### config.mk
export PLATFORM = sky130hd
export DESIGN_NAME = multicycle_controller
export DESIGN_NICKNAME = d
export VERILOG_FILES = /design/src/rtl/multicycle_controller.sv
export SDC_FILE = /design/constraint.sdc
export NUM_CORES = 1
export LEC_CHECK = 0
export CAP_MARGIN = 20
export CORE_MARGIN = 2
export CORE_UTILIZATION = 42
export CTS_BUF_LIST = sky130_fd_sc_hd__clkbuf_4 sky130_fd_sc_hd__clkbuf_8
export DETAILED_ROUTE_END_ITERATION = 10
export PLACE_DENSITY = 0.87
export SYNTH_ARGS = -nofsm -noshare
export SYNTH_HDL_FRONTEND = slang
export SYNTH_SLANG_ARGS = --single-unit
export TNS_END_PERCENT = 100
### constraint.sdc
create_clock -name clk -period 3.9 [get_ports clk]
set_input_delay 0.39 -clock clk [delete_from_list [all_inputs] [get_ports clk]]
set_output_delay 0.39 -clock clk [all_outputs]
set_load 0.05 [all_outputs]
### src/rtl/multicycle_controller.sv
`default_nettype none
// ============================================================================
// Module      : multicycle_controller
// Description : Main control unit for a multicycle ARM-subset processor.
//               Sequences the shared ALU, memory port and register file
//               through fetch/decode/execute/memory/writeback, drives all
//               datapath selects, and holds the NZCV condition flags.
//               Every architectural write enable is gated by the condition
//               code of the instruction in the instruction register.
// Ports       : clk, reset          - clock, synchronous active-high reset
//               Cond/Op/Funct/Rd    - instruction register fields
//               ALUFlags            - {N,Z,C,V} from the ALU this cycle
//               PCWrite/MemWrite/RegWrite/IRWrite - write enables
//               AdrSrc/ALUSrcA/ResultSrc/ALUSrcB/ImmSrc/RegSrc/ALUControl
//                                   - datapath selects
//               Flags               - registered NZCV
//               State               - current state (debug)
// Revision    : 1.0 - initial release
// ============================================================================
module multicycle_controller #(
  parameter int STATE_W = 4
) (
  input  logic               clk,
  input  logic               reset,
  input  logic [3:0]         Cond,
  input  logic [1:0]         Op,
  input  logic [5:0]         Funct,
  input  logic [3:0]         Rd,
  input  logic [3:0]         ALUFlags,
  output logic               PCWrite,
  output logic               MemWrite,
  output logic               RegWrite,
  output logic               IRWrite,
  output logic               AdrSrc,
  output logic               ALUSrcA,
  output logic [1:0]         ResultSrc,
  output logic [1:0]         ALUSrcB,
  output logic [1:0]         ImmSrc,
  output logic [1:0]         RegSrc,
  output logic [1:0]         ALUControl,
  output logic [3:0]         Flags,
  output logic [STATE_W-1:0] State
);

  localparam logic [STATE_W-1:0] C_FETCH    = STATE_W'(0);
  localparam logic [STATE_W-1:0] C_DECODE   = STATE_W'(1);
  localparam logic [STATE_W-1:0] C_MEMADR   = STATE_W'(2);
  localparam logic [STATE_W-1:0] C_MEMREAD  = STATE_W'(3);
  localparam logic [STATE_W-1:0] C_MEMWB    = STATE_W'(4);
  localparam logic [STATE_W-1:0] C_MEMWRITE = STATE_W'(5);
  localparam logic [STATE_W-1:0] C_EXECUTER = STATE_W'(6);
  localparam logic [STATE_W-1:0] C_EXECUTEI = STATE_W'(7);
  localparam logic [STATE_W-1:0] C_ALUWB    = STATE_W'(8);
  localparam logic [STATE_W-1:0] C_BRANCH   = STATE_W'(9);

  logic [STATE_W-1:0] state_q, state_d;
  logic [3:0]         flags_q, flags_d;

  // While reset is held, outputs present FETCH so the datapath sees a
  // benign, well-defined select set; write enables are masked separately.
  logic [STATE_W-1:0] w_cur_state;
  assign w_cur_state = reset ? C_FETCH : state_q;

  // --------------------------------------------------------------------------
  // State register and flag register
  // --------------------------------------------------------------------------
  always_ff @(posedge clk) begin
    if (reset) begin
      state_q <= C_FETCH;
      flags_q <= 4'b0000;
    end else begin
      state_q <= state_d;
      flags_q <= flags_d;
    end
  end

  // --------------------------------------------------------------------------
  // Next-state logic
  // --------------------------------------------------------------------------
  always_comb begin
    state_d = C_FETCH;
    case (state_q)
      C_FETCH:  state_d = C_DECODE;
      C_DECODE: begin
        case (Op)
          2'b01:   state_d = C_MEMADR;
          2'b00:   state_d = Funct[5] ? C_EXECUTEI : C_EXECUTER;
          2'b10:   state_d = C_BRANCH;
          default: state_d = C_FETCH;
        endcase
      end
      C_MEMADR:   state_d = Funct[0] ? C_MEMREAD : C_MEMWRITE;
      C_MEMREAD:  state_d = C_MEMWB;
      C_MEMWB:    state_d = C_FETCH;
      C_MEMWRITE: state_d = C_FETCH;
      C_EXECUTER: state_d = C_ALUWB;
      C_EXECUTEI: state_d = C_ALUWB;
      C_ALUWB:    state_d = C_FETCH;
      C_BRANCH:   state_d = C_FETCH;
      default:    state_d = C_FETCH;
    endcase
  end

  // --------------------------------------------------------------------------
  // Per-state control outputs (ungated)
  // --------------------------------------------------------------------------
  logic w_next_pc, w_branch, w_reg_w, w_mem_w, w_alu_op, w_ir_write;

  always_comb begin
    w_next_pc  = 1'b0;
    w_branch   = 1'b0;
    w_reg_w    = 1'b0;
    w_mem_w    = 1'b0;
    w_alu_op   = 1'b0;
    w_ir_write = 1'b0;
    AdrSrc     = 1'b0;
    ALUSrcA    = 1'b0;
    ALUSrcB    = 2'b00;
    ResultSrc  = 2'b00;
    case (w_cur_state)
      C_FETCH: begin
        w_ir_write = 1'b1;
        w_next_pc  = 1'b1;
        ALUSrcA    = 1'b1;
        ALUSrcB    = 2'b10;
        ResultSrc  = 2'b10;
      end
      C_DECODE: begin
        ALUSrcA   = 1'b1;
        ALUSrcB   = 2'b10;
        ResultSrc = 2'b10;
      end
      C_MEMADR: begin
        ALUSrcB = 2'b01;
      end
      C_MEMREAD: begin
        AdrSrc = 1'b1;
      end
      C_MEMWB: begin
        ResultSrc = 2'b01;
        w_reg_w   = 1'b1;
      end
      C_MEMWRITE: begin
        AdrSrc  = 1'b1;
        w_mem_w = 1'b1;
      end
      C_EXECUTER: begin
        w_alu_op = 1'b1;
      end
      C_EXECUTEI: begin
        ALUSrcB  = 2'b01;
        w_alu_op = 1'b1;
      end
      C_ALUWB: begin
        w_reg_w = 1'b1;
      end
      C_BRANCH: begin
        ALUSrcB   = 2'b01;
        ResultSrc = 2'b10;
        w_branch  = 1'b1;
      end
      default: ;
    endcase
  end

  // --------------------------------------------------------------------------
  // ALU decoder
  // --------------------------------------------------------------------------
  logic [1:0] w_flag_w;
  logic [3:0] w_cmd;
  assign w_cmd = Funct[4:1];

  always_comb begin
    ALUControl = 2'b00;
    w_flag_w   = 2'b00;
    if (w_alu_op) begin
      case (w_cmd)
        4'b0100: begin ALUControl = 2'b00; w_flag_w = {Funct[0], Funct[0]}; end
        4'b0010: begin ALUControl = 2'b01; w_flag_w = {Funct[0], Funct[0]}; end
        4'b0000: begin ALUControl = 2'b10; w_flag_w = {Funct[0], 1'b0};     end
        4'b1100: begin ALUControl = 2'b11; w_flag_w = {Funct[0], 1'b0};     end
        default: begin ALUControl = 2'b00; w_flag_w = 2'b00;                end
      endcase
    end
  end

  assign ImmSrc = Op;
  assign RegSrc = {(Op == 2'b01), (Op == 2'b10)};

  // --------------------------------------------------------------------------
  // Condition evaluation against the registered flags
  // --------------------------------------------------------------------------
  logic w_n, w_z, w_c, w_v, w_cond_ex;
  assign {w_n, w_z, w_c, w_v} = flags_q;

  always_comb begin
    w_cond_ex = 1'b0;
    case (Cond)
      4'b0000: w_cond_ex = w_z;
      4'b0001: w_cond_ex = ~w_z;
      4'b0010: w_cond_ex = w_c;
      4'b0011: w_cond_ex = ~w_c;
      4'b0100: w_cond_ex = w_n;
      4'b0101: w_cond_ex = ~w_n;
      4'b0110: w_cond_ex = w_v;
      4'b0111: w_cond_ex = ~w_v;
      4'b1000: w_cond_ex = w_c & ~w_z;
      4'b1001: w_cond_ex = ~w_c | w_z;
      4'b1010: w_cond_ex = (w_n == w_v);
      4'b1011: w_cond_ex = (w_n != w_v);
      4'b1100: w_cond_ex = ~w_z & (w_n == w_v);
      4'b1101: w_cond_ex = w_z | (w_n != w_v);
      4'b1110: w_cond_ex = 1'b1;
      default: w_cond_ex = 1'b0;
    endcase
  end

  // --------------------------------------------------------------------------
  // Gated write enables
  // --------------------------------------------------------------------------
  logic w_pcs;
  assign w_pcs    = w_branch | (w_reg_w & (Rd == 4'd15));
  assign PCWrite  = ~reset & (w_next_pc | (w_pcs & w_cond_ex));
  assign RegWrite = ~reset & w_reg_w & w_cond_ex;
  assign MemWrite = ~reset & w_mem_w & w_cond_ex;
  assign IRWrite  = ~reset & w_ir_write;

  // Flags are only written by a data-processing execute whose condition holds.
  logic w_flag_upd;
  assign w_flag_upd = ((state_q == C_EXECUTER) || (state_q == C_EXECUTEI)) && w_cond_ex;

  always_comb begin
    flags_d = flags_q;
    if (w_flag_upd) begin
      if (w_flag_w[1]) flags_d[3:2] = ALUFlags[3:2];
      if (w_flag_w[0]) flags_d[1:0] = ALUFlags[1:0];
    end
  end

  assign Flags = flags_q;
  assign State = w_cur_state;

endmodule
`default_nettype wire

==> results of run 1 <==
[stage by stage]
stage	setup slack [ns]	std cells	util, %	hold WS (ns)
finish	0.470	173	72.0	0.531
CTS	0.451	173	72.0	0.533
detailed placement	0.455	170	70.7	0.528
floorplan	0.456	107	-	0.533
global placement	0.541	170	70.7	0.520
global route	0.339	173	72.0	0.573
[final cells by class]
cell class                      count  area (um2)  area share, %
Multi-Input combinational cell     86         584           46.0
Timing Repair Buffer               46         453           35.7
Sequential cell                     8         160           12.6
Tap cell                           25        31.3           2.46
Clock buffer                        3        22.5           1.77
Inverter                            5        18.8           1.48
[routing by layer]
layer / vias to the layer above / GRT usage [%]
met2: 38 / 38.9
li1: 470 / -
met5: - / 0
met3: 2 / 7.92
met4: 0 / 6.49
met1: 432 / 22.9
[worst register-to-register path, delay by kind of cell, from the launching register on]
kind,cells,cell delay [ns]
and+or+nand+nor,2,0.41
DFF,1,0.36
muxes,1,0.30
AOI/OAI and AO/OA,2,0.71
xor gates and xnor gates,1,0.19
[layout by cell type, fill, tap and decap left out, types with 2 or more instances in the layout]
cell type and count:
nor2b_1 8, nor4_1 3, clkbuf_4 3, nand2b_1 5
o21ai_0 7, xor2_1 3, or3_1 2, xnor2_1 4
o21bai_1 3, clkdlybuf4s50_1 43, nand2_1 6, a21oi_1 6
nand4b_1 2, buf_4 3, inv_1 5, nor3_1 5
nor2_2 2, nor2_1 9, dfxtp_1 8
[registers in the layout (all words and copies together) (netlist names)]
signal and count:
Flags 4, state_q 4
[kinds of logic after synthesis]
family / count (synthesis)
AOI/OAI and AO/OA: 24
xor gates and xnor gates: 7
buffers and inverters: 13
DFF: 8
muxes: 2
and+or+nand+nor: 53
[worst min-delay path by stage]
stage | start | to | slack [ns] | depth (start not counted)
2_1_floorplan | ALUFlags[3] | Flags[3] | 0.53 | 1
3_3_place_gp | Flags[1] | Flags[1] | 0.52 | 2
3_5_place_dp | Flags[1] | Flags[1] | 0.53 | 2
4_1_cts | Flags[1] | Flags[1] | 0.53 | 2
5_1_grt | Flags[1] | Flags[1] | 0.57 | 2
6_report | Flags[1] | Flags[1] | 0.53 | 2
[where the power goes]
part | leakage, nW | internal, mW | switching, mW
sequential | 0.0650 | 0.0846 | 0.00853
combinational | 0.380 | 0.0551 | 0.0690
clock | 0.0138 | 0.0355 | 0.0319
==> out/metrics.yaml, run 1 <==
ff2ff_path_depth: 6
antenna_found_initial: 0
max_slew_margin_pct: 65.2
cts_max_path_buffers: 2
portBuffers: 45
ys_dominant_reg_cell: "dfxtp_1"
crit_path_start_kind: "input port"
crit_end: "MemWrite"
gr-usage-all-layers_pct: 21.5
powerDensity_mw_per_mm2: 224
seq_area_frac_synth_pct: 19.8
m1WireLength_um: 858
cts_tree: "yes"
synth_mux_area_share_pct: 3.09
vias_per_cell: 5.45
grt_pass1_wl_um: 3440
ios: 46
crit_family: "buffers and inverters"
min_path_type: "reg2reg"
synth-async-reset-ratio_pct: 0
endpoint_kind: "primary output"
crit_type: "in2out"
dieArea_mm2: 0.00229
fmax_mhz: 292
critical_path.most_common_cell: "clkdlybuf4s50_1"
drtPass1Iterations: 4
synthDistinctLibCells: 41
hold_viol_final: 0
drive_gt1_share_pct: 9.46
yosysWarnings: 0
htreeDepth: 1
synth_top_cells_by_area: "dfxtp_1 20%, nor2b_1 6.2%, o21ai_0 4.3%, xnor2_1 4.3%, nor2_1 4.2%"
cp.arrival_ns: 3.04
clk_pin_slew_ns: 0.06
wl_met3_um: 169
grt_pass1_vias: 819
cts-hold-fix-buffers: 0
cts_sinks: 8
worstPathRequired_ns: 3.51
skew_ns: 0.000891
antenna_left: 0
diodes: 0
crit_start: "Cond[2]"
synth-edff-count: 0
fin_crit_sh_pct: 88.0
post_cts_resized: 0
grt_max_degree: 17
start_util_pct: 45.9
synth_top_family_by_area: "simple AND/OR/NAND/NOR gates"
r2r_slack_ns: 1.83
finalPower_mw: 0.285
crit_cells: 7
synth_area_per_cell_um2: 7.57
dr_wl_met2_um: 1170
syn_nets: 129
synth-simple-area-share_pct: 41.7
synth_top_cell_by_area: "dfxtp_1"
die_width_um: 47.9
cts_root_buf: "clkbuf_4"
dpl_cell_area_mm2: 0.00125
top_layer: "met4"
vias: 942
netlist_area_um2: 810
synthAdderAreaFrac_pct: 0
crit_buf_inv: 2
worstSkewPairLatency_ns: 0.26
synth-seq-cells: 8
min_period_ns: 3.43
dieHeight_um: 47.9
power_leakage_nw: 0.458
fill_cells: 155
drv_cap: 0
row_count: 15
wl_per_cell_um: 12.8
vdd_drop_max_uv: 121
slew_violations: 0
drt_wl_total_um: 2220
nets: 172
cts_buffers: 3
synth_common_cells: "9 x nor2_1, 8 x dfxtp_1, 8 x nor2b_1"
setup_viol: 0
grt_overflow: 0
rsz0062_at_grt: "no"
stdcell_area_mm2: 0.00127
worst_path_max_delay_cell: "clkdlybuf4s50_1"
synth_xor_area_share_pct: 7.57
crit_chain: "clkdlybuf4s50_1 > and4bb_4 > nor4_4 > xnor2_1 > a211oi_4 > nor4_1 > clkdlybuf4s50_1"
status: "completed"
reg2reg_to: "Flags[3]"
post_cts_buffers: 0
postSynthCellCount: 107
area_delta_synth_final_pct: 56.9
critPathMaxStageDelay_ns: 0.87
gp_congestion: 0.774
tightest_slew_ns: 0.521
critPathMaxFanout: 9
drc: 0
synth_compound_area_share_pct: 19.8
initialDrtViolationCount: 24
coreArea_mm2: 0.00176
dpl.hpwl_um: 1730
regToRegStartpoint: "Flags[3]"
tns_ns: 0
synth_most_common_cell: "nor2_1"
synth_top_area_share_pct: 19.8
Note: power is estimated with default switching activity, not from simulation.
==> inputs of run 2 (changes only) <==
--- a/config.mk
+++ b/config.mk
@@ -7,10 +7,10 @@
 export LEC_CHECK = 0
 export CAP_MARGIN = 20
 export CORE_MARGIN = 2
-export CORE_UTILIZATION = 42
+export CORE_UTILIZATION = 39
 export CTS_BUF_LIST = sky130_fd_sc_hd__clkbuf_4 sky130_fd_sc_hd__clkbuf_8
 export DETAILED_ROUTE_END_ITERATION = 10
-export PLACE_DENSITY = 0.87
+export PLACE_DENSITY = 0.82
 export SYNTH_ARGS = -nofsm -noshare
 export SYNTH_HDL_FRONTEND = slang
 export SYNTH_SLANG_ARGS = --single-unit
==> constraint.sdc (replaced) <==
create_clock -name clk -period 3.6 [get_ports clk]
set_input_delay 0.36 -clock clk [delete_from_list [all_inputs] [get_ports clk]]
set_output_delay 0.36 -clock clk [all_outputs]
set_load 0.05 [all_outputs]
==> run 2 against run 1 <==
Via count shrank 1.9%. Flip-flop and latch count unchanged. Non-clock buffer count unchanged. Largest power group unchanged. Highest routed layer is now met3.
==> out/metrics.yaml, run 2 (synthesized netlist as in run 1, its figures left out) <==
pwr-share-clk_pct: 21.9
vias: 924
drc: 0
slew_violations: 0
crit_path_start_kind: "input port"
endpoint_kind: "primary output"
tns_ns: 0
vias_per_cell: 5.28
drtPass1Iterations: 4
dieArea_mm2: 0.00246
p_sw_mw: 0.116
fin_crit_sh_pct: 88.5
seqPwrFrac_pct: 32.7
crit_type: "in2out"
cts_buffers: 3
swShare_pct: 37.4
post_cts_resized: 0
worstPathRequired_ns: 3.24
wl_per_cell_um: 13.3
p_comb_share_pct: 45.4
portBuffers: 45
fmax_mhz: 314
max_slew_margin_pct: 66.2
grt_pass1_wl_um: 4020
nets: 172
critPathMaxFanout: 9
initialDrtViolationCount: 24
dpl.hpwl_um: 1850
cts_max_path_buffers: 2
rsz0062_at_grt: "no"
power_leakage_nw: 0.467
drive_gt1_share_pct: 10.1
grt_max_degree: 17
final_common_cell: "clkdlybuf4s50_1"
diodes: 0
htreeDepth: 1
cts_sinks: 8
worstSkewPairLatency_ns: 0.25
antenna_found_initial: 0
cts_root_buf: "clkbuf_4"
row_count: 16
coreArea_mm2: 0.00196
skew_ns: 0.00535
min_path_type: "reg2reg"
gp_congestion: 0.749
vdd_drop_max_uv: 194
drt_wl_total_um: 2340
mostFrequentLayoutCells: "42 x clkdlybuf4s50_1, 9 x nor2_1, 8 x dfxtp_1, 8 x nor2b_1, 7 x o21ai_0"
drv_cap: 0
hold_viol_final: 0
dieHeight_um: 49.6
die_width_um: 49.6
holdWs_ns: 0.542
powerDensity_mw_per_mm2: 239
clk_pin_slew_ns: 0.05
start_util_pct: 41.3
cp.arrival_ns: 2.83
grt_pass1_vias: 944
min_period_ns: 3.19
post_cts_buffers: 0
antenna_left: 0
gr-usage-all-layers_pct: 20.9
cts-hold-fix-buffers: 0
grt_overflow: 0
area_delta_synth_final_pct: 60.0
setup_viol: 0
ios: 46
tightest_slew_ns: 0.506
finalPower_mw: 0.309
status: "completed"
power.internal_mw: 0.193
cts_tree: "yes"
-- run 2: metal layers --
layer	vias to the layer above	track usage, %	routed length [um]
met3	0	6.36	158
li1	463	-	-
met4	0	3.24	0
met1	424	23.0	907
met2	37	39.6	1270
met5	-	0	0
-- run 2: area by class of cell --
type	count	area, um2
well taps	27	33.8
inverters	5	18.8
clock buffers	3	22.5
repair buffers	46	475
flip-flops and latches	8	160
multi-input cells	86	584
fillers	183	667
-- run 2: critical path, stage by stage --
cell	delay (ns)
clkdlybuf4s50_1	0.62
and4bb_4	0.28
nor4_4	0.28
xnor2_1	0.20
a211oi_4	0.15
or4_1	0.51
o21bai_1	0.25
buf_12	0.17
-- run 2: final timing paths --
path | from | endpoint | slack (ns) | cells past startpoint
hold reg to reg | Flags[1] | Flags[1] | 0.54 | 2
setup reg to reg | Flags[3] | Flags[3] | 1.51 | 6
hold / removal | Flags[1] | Flags[1] | 0.54 | 2
setup / recovery | Cond[2] | PCWrite | 0.41 | 8
-- run 2: through the flow --
stage,instances,setup WS (ns),utilization [%],cell area [um2]
detailed placement,172,0.408,64.9,1270
CTS,175,0.397,66.0,1290
global route,175,0.257,66.0,1290
finish,175,0.414,66.0,1290
floorplan,107,0.186,-,810
global placement,172,0.481,64.9,1270
-- run 2: power groups by stage --
stage                     sequential (mW)  combinational [mW]  clock [mW]
after global routing                0.102               0.150      0.0748
after floorplan                    0.0952              0.0899           0
final                               0.101               0.140      0.0675
after global placement              0.103               0.137           0
after detailed placement            0.102               0.140           0
after CTS                           0.101               0.141      0.0700
